<file path="config.mk">
export PLATFORM = sky130hd
export DESIGN_NAME = cell_vector_sequencer
export DESIGN_NICKNAME = d
export VERILOG_FILES = /design/src/rtl/cell_vector_sequencer.sv
export SDC_FILE = /design/constraint.sdc
export NUM_CORES = 1
export LEC_CHECK = 0
export ABC_AREA = 1
export CAP_MARGIN = 30
export CORE_ASPECT_RATIO = 0.9
export CORE_MARGIN = 4
export CORE_UTILIZATION = 49
export CTS_BUF_LIST = sky130_fd_sc_hd__clkbuf_8
export CTS_CLUSTER_DIAMETER = 120
export DETAILED_ROUTE_END_ITERATION = 16
export DONT_BUFFER_PORTS = 1
export PLACE_DENSITY = 0.65
export SYNTH_ARGS = -nofsm -noshare
export SYNTH_HDL_FRONTEND = slang
export SYNTH_SLANG_ARGS = --single-unit
</file>
<file path="constraint.sdc">
create_clock -name clk -period 2.06 [get_ports clk]
set_input_delay 0.618 -clock clk [delete_from_list [all_inputs] [get_ports clk]]
set_output_delay 0.618 -clock clk [all_outputs]
set_load 0.01 [all_outputs]
</file>
<file path="src/rtl/cell_vector_sequencer.sv">
// Exhaustive stimulus/response sequencer for a combinational standard cell under test.
// Optional feature macro CELL_SEQ_MISR_EN adds a 16-bit MISR signature of the sampled outputs.
module cell_vector_sequencer #(
  parameter int N_IN       = 6,
  parameter int SETTLE_CYC = 10,
  parameter logic [(1<<N_IN)-1:0] EXP_TABLE = 64'h111F_111F_111F_FFFF
) (
  input  logic            clk,
  input  logic            rst_n,
  input  logic            start,
  input  logic            zn_in,
  output logic [N_IN-1:0] vec_out,
  output logic            sample_vld,
  output logic            busy,
  output logic            done,
  output logic            pass,
  output logic [7:0]      err_count,
  output logic [N_IN-1:0] first_err_vec
`ifdef CELL_SEQ_MISR_EN
  ,
  output logic [15:0]     signature
`endif
);

  localparam int CNT_W = (SETTLE_CYC > 1) ? $clog2(SETTLE_CYC) : 1;
  localparam logic [CNT_W-1:0] CNT_LAST = CNT_W'(SETTLE_CYC - 1);
  localparam logic [N_IN-1:0]  VEC_LAST = '1;

  typedef enum logic [1:0] {
    IDLE = 2'd0,
    HOLD = 2'd1,
    FIN  = 2'd2
  } state_t;

  state_t           state;
  state_t           state_nxt;
  logic             armed;
  logic             start_acc;
  logic             mismatch;
  logic [CNT_W-1:0] cnt;

  function automatic logic [7:0] sat_inc(input logic [7:0] v);
    sat_inc = (v == 8'hFF) ? v : v + 8'd1;
  endfunction

`ifdef CELL_SEQ_MISR_EN
  // Polynomial x^16 + x^12 + x^5 + 1; the serial input folds into the feedback tap.
  function automatic logic [15:0] misr_step(input logic [15:0] s, input logic b);
    logic fb;
    fb        = s[15] ^ b;
    misr_step = {s[14:0], 1'b0} ^ (fb ? 16'h1021 : 16'h0000);
  endfunction
`endif

  // armed stays low for the first edge after reset release so a start there is dropped.
  always_ff @(posedge clk or negedge rst_n) begin
    if (!rst_n) begin
      state <= IDLE;
      armed <= 1'b0;
    end else begin
      state <= state_nxt;
      armed <= 1'b1;
    end
  end

  always_comb begin
    state_nxt  = state;
    start_acc  = 1'b0;
    sample_vld = 1'b0;
    busy       = 1'b0;
    done       = 1'b0;
    case (state)
      IDLE: begin
        if (start && armed) begin
          start_acc = 1'b1;
          state_nxt = HOLD;
        end
      end
      HOLD: begin
        busy = 1'b1;
        if (cnt == CNT_LAST) begin
          sample_vld = 1'b1;
          if (vec_out == VEC_LAST) state_nxt = FIN;
        end
      end
      FIN: begin
        done      = 1'b1;
        state_nxt = IDLE;
      end
      default: state_nxt = IDLE;
    endcase
  end

  // Unknown cell output at the sample point is treated as a mismatch.
  assign mismatch = sample_vld && (zn_in !== EXP_TABLE[vec_out]);

  always_ff @(posedge clk or negedge rst_n) begin
    if (!rst_n) begin
      vec_out       <= '0;
      cnt           <= '0;
      pass          <= 1'b0;
      err_count     <= 8'd0;
      first_err_vec <= '0;
`ifdef CELL_SEQ_MISR_EN
      signature     <= 16'h0000;
`endif
    end else if (start_acc) begin
      vec_out       <= '0;
      cnt           <= '0;
      pass          <= 1'b0;
      err_count     <= 8'd0;
      first_err_vec <= '0;
`ifdef CELL_SEQ_MISR_EN
      signature     <= 16'hFFFF;
`endif
    end else if (busy) begin
      if (sample_vld) begin
        cnt <= '0;
        if (vec_out != VEC_LAST) vec_out <= vec_out + N_IN'(1);
        if (mismatch) begin
          err_count <= sat_inc(err_count);
          if (err_count == 8'd0) first_err_vec <= vec_out;
        end
`ifdef CELL_SEQ_MISR_EN
        signature <= misr_step(signature, zn_in);
`endif
      end else begin
        cnt <= cnt + CNT_W'(1);
      end
    end else if (done) begin
      pass <= (err_count == 8'd0);
    end
  end

endmodule

</file>
==> reports/metrics.yaml <==
nFillCells: 312
switchingPower_uw: 232
syn_to_final_growth_pct: 6.77
io_buffers: 0
grt_max_degree: 29
ctsHoldBuffers: 0
antenna_found_initial: 0
viasPerCell: 5.22
initial_core_util: 0.515
placed_cells: 253
p_seq_frac: 0.626
avgSynthCellArea_um2: 7.57
cts_buffers: 3
ant_nets: 0
clkSinkCount: 28
synth_ff_type: "dfrtp_1"
diodes: 0
maxCapViolCount: 0
ff2ff_setup_slack_ps: 320
ys_async_sr_fraction: 1.00
die_x_um: 68.1
leakage_uw: 0.000870
min_path_type: "in2async"
p_sw_frac: 0.243
clock_skew_ps: 5.01
synth-seq-cells: 28
crit_path_end_kind: "primary output"
cp.arrival_ps: 1310
drt-initial-drc-count: 84
ys_top_cells_by_area: "dfrtp_1 44%, nand2_1 13%, nand3_1 11%, nor2_1 7.6%, ha_1 4.7%"
cts_tree: "yes"
status: "complete, no violations"
fin_crit_ps: 1930
grt_first_pass_wirelength_um: 5640
internal-power_uw: 722
crit_path_max_incr_delay_ps: 410
crit_top_cell: "nand2_1"
rsz0062_at_grt: "false"
globalRoute.totalOverflow: 0
cp_max_fo: 4
io_pins: 28
fin_tns_setup_ps: 0
postRouteWirelength_um: 3520
power_frac_comb: 0.057
drc: 0
r2r_cells: 9
r2r-start: "vec_out[0]"
num_vias: 1337
final-setup-viol-count: 0
finalNonFillerCells: 256
netlist_area_mm2: 0.00159
crit_type: "reg2out"
hold_viol: 0
synth_edf_count: 0
grt_pass1_vias: 1259
holdWs_ps: 23.2
seq_area_frac_synth: 0.441
crit_path_start_kind: "register"
cts_max_path_buffers: 2
post-route-period-util: 0.936
place_congestion: 0.763
critPathBufInv: 2
crit_chain: "inv_1, ha_1, nand2_1, nor2_2, nand2_1, inv_2"
grt_usage: 0.177
htree_levels: 1
die_area_mm2: 0.00422
rr_endpoint: "first_err_vec[3]"
clockPowerShare: 0.316
yosysMostFrequentCell: "nand2_1"
critical_path.top_delay_family: "flip-flops"
core_area_mm2: 0.00309
cp_slowest_cell: "dfrtp_1"
synth.cells.most_frequent: "53 x nand2_1, 34 x nand3_1, 32 x nor2_1"
required_ps: 1440
fmax_ghz: 0.519
drive_gt1_frac: 0.0888
yosys.area.top_type_share: 0.441
syn_inst: 210
cts_root_buf: "clkbuf_8"
yosys_warnings: 0
yosysTopAreaCell: "dfrtp_1"
die_y_um: 62.0
rows: 19
syn_nets: 220
peakVddDrop_uv: 297
wl_per_cell_um: 13.7
drt_pass1_iterations: 4
drv_slew: 0
fin_nets: 226
clk_pin_slew_ps: 100
hpwlAfterDp_um: 2590
p_per_area_mw_per_mm2: 562
yosysUniqueCellTypes: 27
clock_latency_ps: 270
==> power by group through the flow <==
stage / clock network [uW] / registers (uW) / logic (uW)
after floorplan: 0 / 602 / 45.5
after global placement: 0 / 608 / 52.0
after detailed placement: 0 / 608 / 54.2
after CTS: 306 / 598 / 54.9
after global routing: 332 / 601 / 65.0
final: 302 / 597 / 54.6
==> metal layers <==
layer,vias up,GRT usage,part of all wire
met4,0,0.0510,0.010
met5,-,0,0
met2,31,0.247,0.42
met1,622,0.267,0.49
li1,679,-,-
met3,5,0.0468,0.082
==> per-stage QoR <==
step           power [uW]   util  area [um^2]  setup WS (ps)
2_1_floorplan         648      -         1590            482
3_5_place_dp          662  0.535         1650            313
6_report              954  0.549         1700            132
5_1_grt               997  0.549         1700           37.4
4_1_cts               958  0.549         1700           79.1
3_3_place_gp          660  0.535         1650            392
==> cell usage in the layout (no fill, tap or decap) <==
cell type	count
nand2_1	53
nand3_1	34
nor2_1	31
dfrtp_1	28
inv_1	18
o21ai_0	6
ha_1	6
xor2_1	5
inv_2	4
buf_4	4
a21oi_1	3
clkbuf_8	3
nor2_2	2
nand2_2	2
o21bai_1	2
o21ai_1	2
nor3_4	1
o22ai_1	1
nand4_2	1
xnor2_1	1
nor2_4	1
nand4_1	1
a21boi_1	1
nor3_1	1
or2_2	1
nand3b_1	1
conb_1	1
==> cells by family (layout without fill, tap and decap cells) <==
| family | after synthesis | count (layout) | share of synthesized area |
|---|---|---|---|
| DFF | 28 | 28 | 0.441 |
| AOI/OAI and AO/OA | 15 | 15 | 0.0527 |
| buffers and inverters | 25 | 29 | 0.0637 |
| xor gates and xnor gates | 6 | 6 | 0.0330 |
| other | 1 | 1 | 0.00236 |
| adders and majority gates | 6 | 6 | 0.0472 |
| and+or+nand+nor | 129 | 129 | 0.360 |
==> worst register-to-register path: stages, from the launching register on <==
cell     delay [ps]
dfrtp_1         440
inv_1           150
ha_1            240
nor2_1          110
nand3_1         100
nand3_1         110
nand2_2         140
buf_4           200
nand3_1          80
nand2_1          60
==> cell type report <==
| type | instances | area (um^2) | area share |
|---|---|---|---|
| multi-input combinational | 157 | 791 | 0.466 |
| sequential | 28 | 701 | 0.413 |
| inverter | 22 | 82.6 | 0.0486 |
| tap | 42 | 52.6 | 0.0310 |
| clock buffer | 3 | 41.3 | 0.0243 |
| timing repair buffer | 4 | 30.0 | 0.0177 |
==> sequential cells by signal (all words and copies together), names as in the netlist <==
signal / flops
err_count: 8
first_err_vec: 6
vec_out: 6
cnt: 4
state: 2
armed: 1
pass: 1
==> worst max path at each step <==
| stage | from | endpoint | slack [ps] | depth (start not counted) |
|---|---|---|---|---|
| 2_1_floorplan | start | err_count[6] | 480 | 7 |
| 3_3_place_gp | start | cnt[2] | 390 | 7 |
| 3_5_place_dp | cnt[1] | err_count[5] | 310 | 11 |
| 4_1_cts | cnt[1] | sample_vld | 80 | 6 |
| 5_1_grt | cnt[1] | sample_vld | 40 | 6 |
| 6_report | cnt[1] | sample_vld | 130 | 6 |
==> what timing repair did <==
action,4_1_cts,5_1_grt
resized for setup,0,1
buffers inserted,0,0
endpoints found under the setup margin,0,1
Note: power is estimated with default switching activity, not from simulation.
